### src/rtl/carus_clk_gate_ctrl.sv
// carus_clk_gate_ctrl
//
// Generates the enable for the carus clock-gating wrapper. Runs on the
// ungated clock. On demand it opens the gated clock and waits a settle
// window before it grants a request. It closes the clock after an idle
// timeout, and it counts the cycles spent with the clock closed so power
// can be profiled.
//
// Ports
//   clk_i        ungated clock
//   rst_i        asynchronous reset, active-high
//   req_i        request for the carus clock, held until gnt_o
//   busy_i       carus busy; keeps the clock open but is never granted
//   force_en_i   software override; the clock stays open while this is high
//   stat_clr_i   synchronous clear of gated_cnt_o
//   clk_en_o     enable to the gating cell, driven straight from a flop
//   gnt_o        request granted (the clock is running and stable)
//   state_o      FSM state: 0=OFF 1=WAKE 2=ON 3=IDLE
//   gated_cnt_o  saturating count of cycles spent in OFF
//
// State table
//   state | meaning
//   OFF   | clock gated; gated_cnt_o counts these cycles
//   WAKE  | clock enabled and settling; inputs ignored until the counter expires
//   ON    | clock running; requests are granted
//   IDLE  | clock running with no activity; the idle timeout is counting down

module carus_clk_gate_ctrl #(
  parameter int WAKE_CYCLES = 2,
  parameter int IDLE_CYCLES = 16,
  parameter int CNT_W = $clog2(((WAKE_CYCLES > IDLE_CYCLES) ? WAKE_CYCLES : IDLE_CYCLES) + 1)
) (
  input  logic        clk_i,
  input  logic        rst_i,
  input  logic        req_i,
  input  logic        busy_i,
  input  logic        force_en_i,
  input  logic        stat_clr_i,
  output logic        clk_en_o,
  output logic        gnt_o,
  output logic [1:0]  state_o,
  output logic [31:0] gated_cnt_o
);

  typedef enum logic [1:0] {
    ST_OFF  = 2'd0,
    ST_WAKE = 2'd1,
    ST_ON   = 2'd2,
    ST_IDLE = 2'd3
  } state_e;

  localparam logic [CNT_W-1:0] WAKE_LOAD = CNT_W'(WAKE_CYCLES - 1);
  localparam logic [CNT_W-1:0] IDLE_LOAD = CNT_W'(IDLE_CYCLES - 1);
  localparam logic [CNT_W-1:0] CNT_ONE   = CNT_W'(1);

  state_e           state_q, state_d;
  logic [CNT_W-1:0] cnt_q, cnt_d;
  logic             clk_en_q, clk_en_d;
  logic [31:0]      gated_cnt_q, gated_cnt_d;
  logic             act;

  assign act = req_i | busy_i | force_en_i;

  // State register, together with the shared down-counter, the enable flop
  // and the statistics counter.
  always_ff @(posedge clk_i or posedge rst_i) begin
    if (rst_i) begin
      state_q     <= ST_OFF;
      cnt_q       <= '0;
      clk_en_q    <= 1'b0;
      gated_cnt_q <= '0;
    end else begin
      state_q     <= state_d;
      cnt_q       <= cnt_d;
      clk_en_q    <= clk_en_d;
      gated_cnt_q <= gated_cnt_d;
    end
  end

  // Next-state and counter logic
  always_comb begin
    state_d = state_q;
    cnt_d   = cnt_q;
    unique case (state_q)
      ST_OFF: begin
        if (act) begin
          state_d = ST_WAKE;
          cnt_d   = WAKE_LOAD;
        end
      end
      ST_WAKE: begin
        // WAKE always runs to completion, so the clock is not dropped
        // while it is still settling.
        if (cnt_q == '0) state_d = ST_ON;
        else             cnt_d   = cnt_q - CNT_ONE;
      end
      ST_ON: begin
        if (!act) begin
          state_d = ST_IDLE;
          cnt_d   = IDLE_LOAD;
        end
      end
      ST_IDLE: begin
        // New activity takes priority over a timeout that expires in the
        // same cycle, because that request has already been granted.
        if (act)                state_d = ST_ON;
        else if (cnt_q == '0)   state_d = ST_OFF;
        else                    cnt_d   = cnt_q - CNT_ONE;
      end
      default: state_d = ST_OFF;
    endcase

    // Loading the flop from the next state makes clk_en_o equal
    // (state != OFF) with no decode on the output path.
    clk_en_d = (state_d != ST_OFF);

    gated_cnt_d = gated_cnt_q;
    if (stat_clr_i)
      gated_cnt_d = '0;
    else if ((state_q == ST_OFF) && (gated_cnt_q != 32'hFFFF_FFFF))
      gated_cnt_d = gated_cnt_q + 32'd1;
  end

  // Output logic
  always_comb begin
    gnt_o       = req_i & ((state_q == ST_ON) | (state_q == ST_IDLE));
    state_o     = state_q;
    clk_en_o    = clk_en_q;
    gated_cnt_o = gated_cnt_q;
  end

endmodule

### config.mk
export PLATFORM = sky130hd
export DESIGN_NAME = carus_clk_gate_ctrl
export DESIGN_NICKNAME = d
export VERILOG_FILES = /design/src/rtl/carus_clk_gate_ctrl.sv
export SDC_FILE = /design/constraint.sdc
export NUM_CORES = 1
export LEC_CHECK = 0
export ABC_CLOCK_PERIOD_IN_PS = 3000
export BUFFER_PORTS_ARGS = -buffer_cell sky130_fd_sc_hd__buf_2
export CORE_MARGIN = 2
export CORE_UTILIZATION = 55
export CTS_CLUSTER_SIZE = 14
export DETAILED_ROUTE_END_ITERATION = 12
export PLACE_DENSITY = 0.79
export SLEW_MARGIN = 0
export SYNTH_ARGS = -nofsm -noshare
export SYNTH_HDL_FRONTEND = slang
export SYNTH_SLANG_ARGS = --single-unit
### constraint.sdc
create_clock -name clk_i -period 3 [get_ports clk_i]
set_clock_uncertainty 0.2 [all_clocks]
set_input_delay 0.3 -clock clk_i [delete_from_list [all_inputs] [get_ports clk_i]]
set_output_delay 0.3 -clock clk_i [all_outputs]
set_load 0.005 [all_outputs]
==> impl_metrics.py, run 1 <==
metrics = {
    "placed_design": {
        "port_buffers": 41,
        "gp_congestion": 0.7991,
        "dpl.hpwl_um": 3460,
        "dp_cells": 323,
    },
    "timing": {
        "hold_violations": 0,
        "max_freq_ghz": 0.3986,
        "worst_pin_slew_ns": 0.7501,
        "setup_viol": 0,
        "slew_viol_final": 0,
        "period_share": 0.8362,
        "tns_ns": 0,
        "max_slew_margin": 0.4929,
        "rsz0062_at_grt": "no",
        "fin_crit_ns": 2.509,
    },
    "worst_hold_path": {
        "hold_depth": 4,
        "min_to": "state_o[1]",
        "hold_class": "primary input to flip-flop",
        "min_from": "force_en_i",
    },
    "status": {
        "status": "completed",
    },
    "global_route": {
        "grt_pass1_vias": 1760,
        "grt_usage": 0.2316,
        "antenna_found_initial": 0,
        "grt_pass1_wl_um": 7969,
        "grt_overflow_total": 0,
        "grt_max_degree": 38,
    },
    "finish": {
        "n_antenna_cell": 0,
        "fillCellCount": 320,
        "drive_above_1_share": 0.2518,
        "nets": 289,
        "layout.cells.non_filler": 332,
        "syn2layout_area_growth_pct": 15.86,
    },
    "logic_synthesis": {
        "yosys.area.top_type": "dfrtp_1",
        "syn_inst": 241,
        "synth_edf_count": 0,
        "syn-num-nets": 249,
        "synth-seq-area-share": 0.4533,
        "async_flop_share": 1.000,
        "netlist_top_cells_count": "40 x dfrtp_1, 21 x nor2_1, 20 x a21oi_1",
        "synth_top_area_frac": 0.4533,
        "synth_area_leaders": "dfrtp_1 45%, xnor2_1 4.8%, a21oi_1 4.5%",
        "yosys.cell_count.top_type": "dfrtp_1",
        "ys_types": 46,
        "synth_seq_cells": 40,
        "syn_area_um2": 2208,
        "post_synth.cell_area_avg_um2": 9.163,
        "synth_top_flop_cell": "dfrtp_1",
        "yosysWarnings": 0,
    },
    "clocking": {
        "post_cts_buffers": 0,
        "root_buffer": "clkbuf_8",
        "cts_buffers": 5,
        "clk_pin_slew_ns": 0.08,
        "cts_tree": "done",
        "cts.sinks": 40,
        "insertion_delay_ns": 0.29,
        "htreeDepth": 2,
        "clockBufferDepth": 2,
    },
    "floorplan": {
        "fp.dieArea_um2": 4538,
        "design.core.area_um2": 3943,
        "start_util": 0.5601,
        "num_rows": 23,
        "fp.dieH_um": 67.37,
        "die_w_um": 67.37,
        "io_pins": 42,
    },
    "route": {
        "wire_per_inst_um": 14.36,
        "drt_drc_violations_left": 0,
        "drt_iter0_drc": 89,
        "ant_nets": 0,
        "first_pass_iters": 4,
        "wl_um": 4768,
        "vias": 1893,
        "viasPerCell": 5.702,
    },
    "critical_path": {
        "crit_required_ns": 3.01,
        "crit_arrival_ns": 2.52,
        "r2r_start": "gated_cnt_o[0]",
        "cp-startpoint": "gated_cnt_o[0]",
        "crit_type": "flip-flop to flip-flop",
        "critical_path_peak_fanout": 10,
        "cp-end-kind": "flip-flop",
        "worstSetupStartpointType": "flip-flop",
        "reg2reg_depth": 6,
        "ff2ff_setup_slack_ns": 0.49,
        "r2r-end": "gated_cnt_o[30]",
    },
    "power": {
        "max-vdd-ir-drop_v": 0.0003724,
        "power_density_nw_per_um2": 393.4,
        "p_leak_nw": 1.113,
    },
    "flow_run": {
        "maxCapViolCount": 0,
    },
}
## worst max-delay path by stage
stage          cells after the start  slack [ns]         endpoint
3_3_place_gp                       6        0.58  gated_cnt_o[30]
4_1_cts                            6        0.49  gated_cnt_o[30]
5_1_grt                            6        0.33  gated_cnt_o[30]
2_1_floorplan                      8        0.57  gated_cnt_o[30]
3_5_place_dp                       6        0.53  gated_cnt_o[30]
6_report                           6        0.49  gated_cnt_o[30]
## sequential cells by signal, indices dropped and copies added, names as in the netlist
register	cells
gated_cnt_o	32
cnt_q	5
state_o	2
clk_en_o	1
## area by class of cell
| class | instances | area [um2] | share of cell area |
|---|---|---|---|
| Multi-Input combinational cell | 177 | 1120 | 0.4377 |
| Sequential cell | 40 | 1001 | 0.3912 |
| Timing Repair Buffer | 45 | 237.7 | 0.09291 |
| Clock buffer | 6 | 82.58 | 0.03227 |
| Tap cell | 50 | 62.56 | 0.02445 |
| Inverter | 12 | 45.04 | 0.01760 |
| Clock inverter | 2 | 10.01 | 0.003912 |
## worst max-delay path, stage by stage, from the launching register on
cell	delay, ns
dfrtp_1	0.42
ha_1	0.20
and3_1	0.30
nand3_4	0.16
or4_1	0.56
or4_1	0.44
a21oi_1	0.15
## layer usage
layer | track usage | vias to the layer above | part of all wire
met4 | 0.09184 | 0 | 0.012
met1 | 0.2957 | 908 | 0.46
li1 | - | 948 | -
met2 | 0.3936 | 32 | 0.49
met3 | 0.03500 | 5 | 0.034
met5 | 0 | - | 0
## what timing repair did
action                    4_1_cts  5_1_grt
hold endpoints to repair       16        0
hold buffers                    1        0
gates resized for setup         0        0
## cells in the final DEF (no fill, tap or decap), types with 5 or more instances in the layout
cell type / instances
buf_2: 41
a211oi_1: 5
or3_1: 10
a21oi_1: 20
inv_1: 12
clkbuf_8: 6
nand4_1: 6
nand3_1: 8
dfrtp_1: 40
nor2_1: 21
nand2b_1: 5
or4_1: 5
nand2_1: 15
xnor2_1: 12
o21ai_0: 16
## logic make-up after synthesis
group	count (synthesis)	share of synthesized area
simple gates	102	0.2674
compound gates	57	0.1581
flops	40	0.4533
buf+inv	24	0.04249
xor+xnor	12	0.04759
mux	4	0.01983
fa+ha+maj	2	0.01133
## stage by stage
stage / util / cell area, um2 / hold slack, ns / worst slack [ns] / power [mW]
finish: 0.6490 / 2559 / 0.2411 / 0.4913 / 1.007
global route: 0.6490 / 2559 / 0.2431 / 0.3256 / 1.052
CTS: 0.6490 / 2559 / 0.2348 / 0.4861 / 1.016
detailed placement: 0.6230 / 2456 / 0.2053 / 0.5256 / 0.6468
global placement: 0.6230 / 2456 / 0.2035 / 0.5835 / 0.6424
floorplan: - / 2208 / 0.2871 / 0.5731 / 0.6236
## power breakdown
group / leakage, nW / internal, mW / switching (mW)
clock network: 0.0510 / 0.184 / 0.186
registers: 0.535 / 0.553 / 0.0159
logic: 0.527 / 0.0252 / 0.0427
(Power assumes the default switching activity.)
==> run 2: changes to the inputs <==
--- a/config.mk
+++ b/config.mk
@@ -5,13 +5,14 @@
 export SDC_FILE = /design/constraint.sdc
 export NUM_CORES = 1
 export LEC_CHECK = 0
-export ABC_CLOCK_PERIOD_IN_PS = 3000
+export ABC_AREA = 1
+export ABC_CLOCK_PERIOD_IN_PS = 2300
 export BUFFER_PORTS_ARGS = -buffer_cell sky130_fd_sc_hd__buf_2
 export CORE_MARGIN = 2
-export CORE_UTILIZATION = 55
+export CORE_UTILIZATION = 51
 export CTS_CLUSTER_SIZE = 14
 export DETAILED_ROUTE_END_ITERATION = 12
-export PLACE_DENSITY = 0.79
+export PLACE_DENSITY = 0.76
 export SLEW_MARGIN = 0
 export SYNTH_ARGS = -nofsm -noshare
 export SYNTH_HDL_FRONTEND = slang
==> constraint.sdc (replaced) <==
create_clock -name clk_i -period 2.3 [get_ports clk_i]
set_clock_uncertainty 0.2 [all_clocks]
set_input_delay 0.23 -clock clk_i [delete_from_list [all_inputs] [get_ports clk_i]]
set_output_delay 0.23 -clock clk_i [all_outputs]
set_load 0.005 [all_outputs]
==> run 2 against run 1 <==
Sequential share of layout area fell by 7.9 points; first-iteration DRC count rose to 3.2 times the previous value; register-to-register slack got worse by 0.23 ns; total power rose by 100%; hold slack got worse by 0.20 ns; die area rose by 27%; via count rose by 49%; global-route usage rose by 1.7 points.
==> impl_metrics.py, run 2 <==
metrics = {
    "status": {
        "status": "completed",
    },
    "logic_synthesis": {
        "synth_top_area_frac": 0.3788,
        "yosys.area.top_type": "dfrtp_1",
        "syn_inst": 406,
        "synth_edf_count": 0,
        "syn_area_um2": 2643,
        "netlist_top_cells_count": "169 x nand2_1, 61 x nor2_1, 40 x dfrtp_1",
        "yosys.cell_count.top_type": "nand2_1",
        "synth_top_flop_cell": "dfrtp_1",
        "synth-seq-area-share": 0.3788,
        "async_flop_share": 1.000,
        "synth_area_leaders": "dfrtp_1 38%, nand2_1 24%, nor2_1 8.7%",
        "syn-num-nets": 414,
        "yosysWarnings": 0,
        "post_synth.cell_area_avg_um2": 6.509,
        "synth_seq_cells": 40,
        "ys_types": 29,
    },
    "route": {
        "drt_iter0_drc": 286,
        "drt_drc_violations_left": 0,
        "ant_nets": 0,
        "first_pass_iters": 5,
        "top_layer": "met4",
        "wl_um": 6926,
        "dr_wl_met3_um": 384,
        "viasPerCell": 5.194,
        "wire_per_inst_um": 12.78,
        "drt-met1-wl_um": 3152,
        "wl_met2_um": 3260,
        "vias": 2815,
    },
    "clocking": {
        "clk_pin_slew_ns": 0.08,
        "root_buffer": "clkbuf_8",
        "insertion_delay_ns": 0.29,
        "cts_buffers": 5,
        "clockBufferDepth": 2,
        "htreeDepth": 2,
        "cts.sinks": 40,
        "cts_tree": "done",
    },
    "flow_run": {
        "maxCapViolCount": 0,
    },
    "timing": {
        "setup_viol": 0,
        "hold_violations": 0,
        "fin_crit_ns": 2.043,
        "worst_pin_slew_ns": 0.7041,
        "period_share": 0.8884,
        "rsz0062_at_grt": "no",
        "tns_ns": 0,
        "slew_viol_final": 0,
        "max_slew_margin": 0.5296,
        "worst_slack_ns": 0.2566,
        "max_freq_ghz": 0.4894,
    },
    "critical_path": {
        "critical_path_peak_fanout": 8,
        "crit_arrival_ns": 2.02,
        "cp-end-kind": "flip-flop",
        "crit_type": "flip-flop to flip-flop",
        "crit_required_ns": 2.28,
        "worstSetupStartpointType": "flip-flop",
    },
    "floorplan": {
        "io_pins": 42,
        "start_util": 0.5241,
        "num_rows": 26,
        "fp.dieH_um": 75.98,
        "die_w_um": 75.98,
        "design.core.area_um2": 5042,
        "fp.dieArea_um2": 5773,
    },
    "finish": {
        "final_util": 0.6362,
        "layout_commonest_cell": "nand2_1",
        "drive_above_1_share": 0.1928,
        "largest_reg_flops": 32,
        "fin_area_um2": 3208,
        "syn2layout_area_growth_pct": 21.40,
        "fillCellCount": 485,
        "layout_common_cells": "169 x nand2_1, 61 x nor2_1, 41 x buf_2",
        "n_antenna_cell": 0,
        "ff_latch_area_um2": 1001,
        "multi_input_area_um2": 1443,
        "nets": 479,
    },
    "global_route": {
        "antenna_found_initial": 0,
        "grt_pass1_wl_um": 11850,
        "grt_max_degree": 41,
        "grt_overflow_total": 0,
        "grt_pass1_vias": 2641,
        "grt_usage": 0.2490,
    },
    "worst_hold_path": {
        "hold_class": "primary input to flip-flop",
    },
    "power": {
        "max-vdd-ir-drop_v": 0.0006804,
        "power_mw": 2.050,
        "power_density_nw_per_um2": 639.2,
        "p_leak_nw": 1.703,
    },
    "placed_design": {
        "place_ws_ns": -0.02882,
        "port_buffers": 41,
        "gp_congestion": 0.9532,
        "dpl.hpwl_um": 5146,
        "placed_cell_area_um2": 3064,
    },
}
==> run 2: per-stage QoR <==
| step | cells | hold slack, ns |
|---|---|---|
| final | 542 | 0.04351 |
| after detailed placement | 533 | 0.1891 |
| after floorplan | 406 | 0.1880 |
| after CTS | 542 | 0.04338 |
| after global placement | 533 | 0.1875 |
| after global routing | 542 | 0.05696 |
==> run 2: final cells by class <==
type,count,area share
Multi-Input combinational cell,317,0.4497
Tap cell,70,0.02730
Sequential cell,40,0.3120
Timing Repair Buffer,66,0.1232
Clock buffer,7,0.03003
Clock inverter,1,0.009360
Inverter,41,0.04836
==> run 2: worst max-delay path, cell delays in order (launching register included) <==
cell and delay, ns:
dfrtp_1 0.39, inv_1 0.11, ha_1 0.17, nand2_1 0.05
inv_1 0.06, nand2_1 0.07, nor3_1 0.32, nor2_1 0.22
or2_2 0.34
==> run 2: power by group <==
| part | switching (mW) | leakage [nW] | internal (mW) | total [mW] |
|---|---|---|---|---|
| clock network | 0.253 | 0.0645 | 0.383 | 0.637 |
| logic | 0.404 | 1.10 | 0.196 | 0.599 |
| registers | 0.0396 | 0.541 | 0.775 | 0.815 |
==> run 2: path summary, 6_finish.rpt <==
kind	start	to	slack (ns)	cells past startpoint
setup / recovery	cnt_q[0]	clk_en_o	0.26	8
hold / removal	stat_clr_i	gated_cnt_o[4]	0.04	4
setup reg to reg	cnt_q[0]	clk_en_o	0.26	8
hold reg to reg	cnt_q[3]	cnt_q[3]	0.34	2
max in group asynchronous	rst_i	gated_cnt_o[0]	1.15	4
min in group asynchronous	rst_i	gated_cnt_o[31]	0.40	4
==> run 2: per-layer routing <==
layer	vias up	track usage
li1	1397	-
met1	1301	0.3397
met2	99	0.4125
met3	18	0.03673
met4	0	0.07636
met5	-	0
==> run 2: cell families after synthesis <==
family	synth area share
flip-flops	0.3788
buffers and inverters	0.07812
AND/OR/NAND/NOR	0.4730
AO/OA/AOI/OAI	0.03410
adder cells (fa/ha/maj)	0.009468
XOR/XNOR	0.02651
==> run 2: timing repair <==
item | 4_1_cts | 5_1_grt
endpoints found under the hold margin | 40 | 0
endpoints found under the setup margin | 10 | 0
gates resized for setup | 1 | 0
hold buffers | 1 | 0
buffers inserted | 0 | 0
==> run 3: changes to the inputs <==
--- a/config.mk
+++ b/config.mk
@@ -5,11 +5,10 @@
 export SDC_FILE = /design/constraint.sdc
 export NUM_CORES = 1
 export LEC_CHECK = 0
-export ABC_AREA = 1
 export ABC_CLOCK_PERIOD_IN_PS = 2300
 export BUFFER_PORTS_ARGS = -buffer_cell sky130_fd_sc_hd__buf_2
 export CORE_MARGIN = 2
-export CORE_UTILIZATION = 51
+export CORE_UTILIZATION = 50
 export CTS_CLUSTER_SIZE = 14
 export DETAILED_ROUTE_END_ITERATION = 12
 export PLACE_DENSITY = 0.76
==> run 3 against run 2 <==
Sequential share of layout area increased by 5.5 points; routed wire length shrank 28%; core utilization decreased by 0.13 points; combinational power decreased by 83%; clock power shrank 27%; non-clock buffer count decreased by 1; largest power group unchanged; sequential cell count stayed put; maximum frequency fell by 8.3%; total power fell by 36%; cell count down 35%; cell area shrank 15%; register-to-register slack lost 0.18 ns.
==> impl_metrics.py, run 3 (synthesis results as in run 1) <==
metrics = {
    "clocking": {
        "cts_buffers": 5,
        "insertion_delay_ns": 0.30,
        "post_cts_buffers": 0,
        "cts.sinks": 40,
        "cts_tree": "done",
        "root_buffer": "clkbuf_8",
        "htreeDepth": 2,
        "clockBufferDepth": 2,
        "clk_pin_slew_ns": 0.08,
    },
    "floorplan": {
        "num_rows": 24,
        "fp.dieH_um": 70.46,
        "design.core.area_um2": 4294,
        "start_util": 0.5143,
        "io_pins": 42,
        "die_w_um": 70.46,
        "fp.dieArea_um2": 4965,
    },
    "critical_path": {
        "r2r_start": "gated_cnt_o[10]",
        "path_delay_family": "simple AND/OR/NAND/NOR gates",
        "worstSetupStartpointType": "flip-flop",
        "r2r-end": "gated_cnt_o[30]",
        "crit_chain": "and4_4 -> nand3_4 -> or4_4 -> or4_1 -> a21oi_1",
        "ff2ff_setup_slack_ns": 0.07,
        "crit_type": "flip-flop to flip-flop",
        "cp_slowest_cell": "or4_4",
        "crit_path_max_incr_delay_ns": 0.59,
        "path_buf_inv": 0,
        "cp-startpoint": "gated_cnt_o[10]",
        "reg2reg_depth": 5,
        "crit_required_ns": 2.33,
        "crit_arrival_ns": 2.26,
        "cp-end-kind": "flip-flop",
        "critical_path_peak_fanout": 7,
    },
    "global_route": {
        "grt_overflow_total": 0,
        "grt_max_degree": 41,
        "grt_pass1_vias": 1814,
        "antenna_found_initial": 0,
        "grt_usage": 0.2060,
        "grt_pass1_wl_um": 8204,
    },
    "timing": {
        "setup_viol": 0,
        "max_freq_ghz": 0.4488,
        "period_share": 0.9688,
        "hold_violations": 0,
        "fin_crit_ns": 2.228,
        "rsz0062_at_grt": "yes",
        "tns_ns": 0,
        "worst_pin_slew_ns": 0.5160,
        "max_slew_margin": 0.6560,
        "slew_viol_final": 0,
    },
    "finish": {
        "multi_input_area_um2": 1140,
        "nets": 309,
        "fillCellCount": 369,
        "drive_above_1_share": 0.3179,
        "n_antenna_cell": 0,
        "layout_common_cells": "41 x buf_2, 40 x dfrtp_1, 23 x buf_4",
        "largest_reg_flops": 32,
        "fin_area_um2": 2726,
        "layout.cells.non_filler": 354,
        "ff_latch_area_um2": 1001,
        "syn2layout_area_growth_pct": 23.46,
        "layout_commonest_cell": "buf_2",
        "final_util": 0.6349,
    },
    "worst_hold_path": {
        "hold_class": "primary input to flip-flop",
        "min_to": "state_o[1]",
        "hold_depth": 4,
        "min_from": "force_en_i",
    },
    "power": {
        "power_mw": 1.307,
        "max-vdd-ir-drop_v": 0.0003784,
        "power_density_nw_per_um2": 479.4,
        "p_leak_nw": 1.211,
    },
    "route": {
        "viasPerCell": 5.684,
        "wire_per_inst_um": 14.02,
        "wl_um": 4963,
        "drt_drc_violations_left": 0,
        "drt_iter0_drc": 157,
        "ant_nets": 0,
        "vias": 2012,
        "first_pass_iters": 4,
    },
    "placed_design": {
        "gp_congestion": 0.8273,
        "dp_cells": 345,
        "port_buffers": 41,
        "dpl.hpwl_um": 3573,
        "placed_cell_area_um2": 2615,
    },
    "flow_run": {
        "maxCapViolCount": 0,
    },
    "status": {
        "status": "completed",
    },
}
[run 3: stage by stage]
stage | hold WS, ns | setup WS (ns)
after floorplan | 0.2478 | -0.03406
after global placement | 0.1818 | 0.1066
after detailed placement | 0.1889 | 0.06754
after CTS | 0.1511 | 0.03791
after global routing | 0.1737 | -0.03492
final | 0.1541 | 0.07178
[run 3: layer usage]
metal  global-route usage  part of all wire  vias to the layer above
li1                     -                 -                      992
met1               0.2739              0.45                      971
met2               0.3270              0.49                       43
met3              0.04906             0.044                        6
met4              0.07479             0.011                        0
met5                    0                 0                        -
[run 3: worst max-delay path by stage]
stage	cells after the start	to	slack (ns)
5_1_grt	6	gated_cnt_o[13]	-0.03
6_report	5	gated_cnt_o[30]	0.07
2_1_floorplan	8	gated_cnt_o[30]	-0.03
3_5_place_dp	6	gated_cnt_o[15]	0.07
4_1_cts	6	gated_cnt_o[15]	0.04
3_3_place_gp	7	gated_cnt_o[21]	0.11
[run 3: layout make-up]
cell class                      count  share of cell area
Clock buffer                        5             0.02524
Multi-Input combinational cell    177              0.4181
Inverter                           12             0.01652
Sequential cell                    40              0.3671
Timing Repair Buffer               65              0.1423
Clock inverter                      3            0.006884
Tap cell                           52             0.02386
[run 3: worst register-to-register path: stages (launching register included)]
cell and delay (ns):
dfrtp_1 0.43, and4_4 0.29, nand3_4 0.11, or4_4 0.59
or4_1 0.41, a21oi_1 0.13
[run 3: power by group]
group          total (mW)  internal, mW  switching (mW)
sequential          0.737         0.721          0.0160
combinational       0.102        0.0394          0.0629
clock               0.468         0.211           0.256
total                1.31         0.972           0.335
[run 3: repair_timing]
| action | in CTS | in global routing |
|---|---|---|
| endpoints found under the setup margin | 0 | 10 |
| endpoints found under the hold margin | 40 | 0 |
| gates resized for setup | 0 | 4 |
| hold buffers | 1 | 0 |
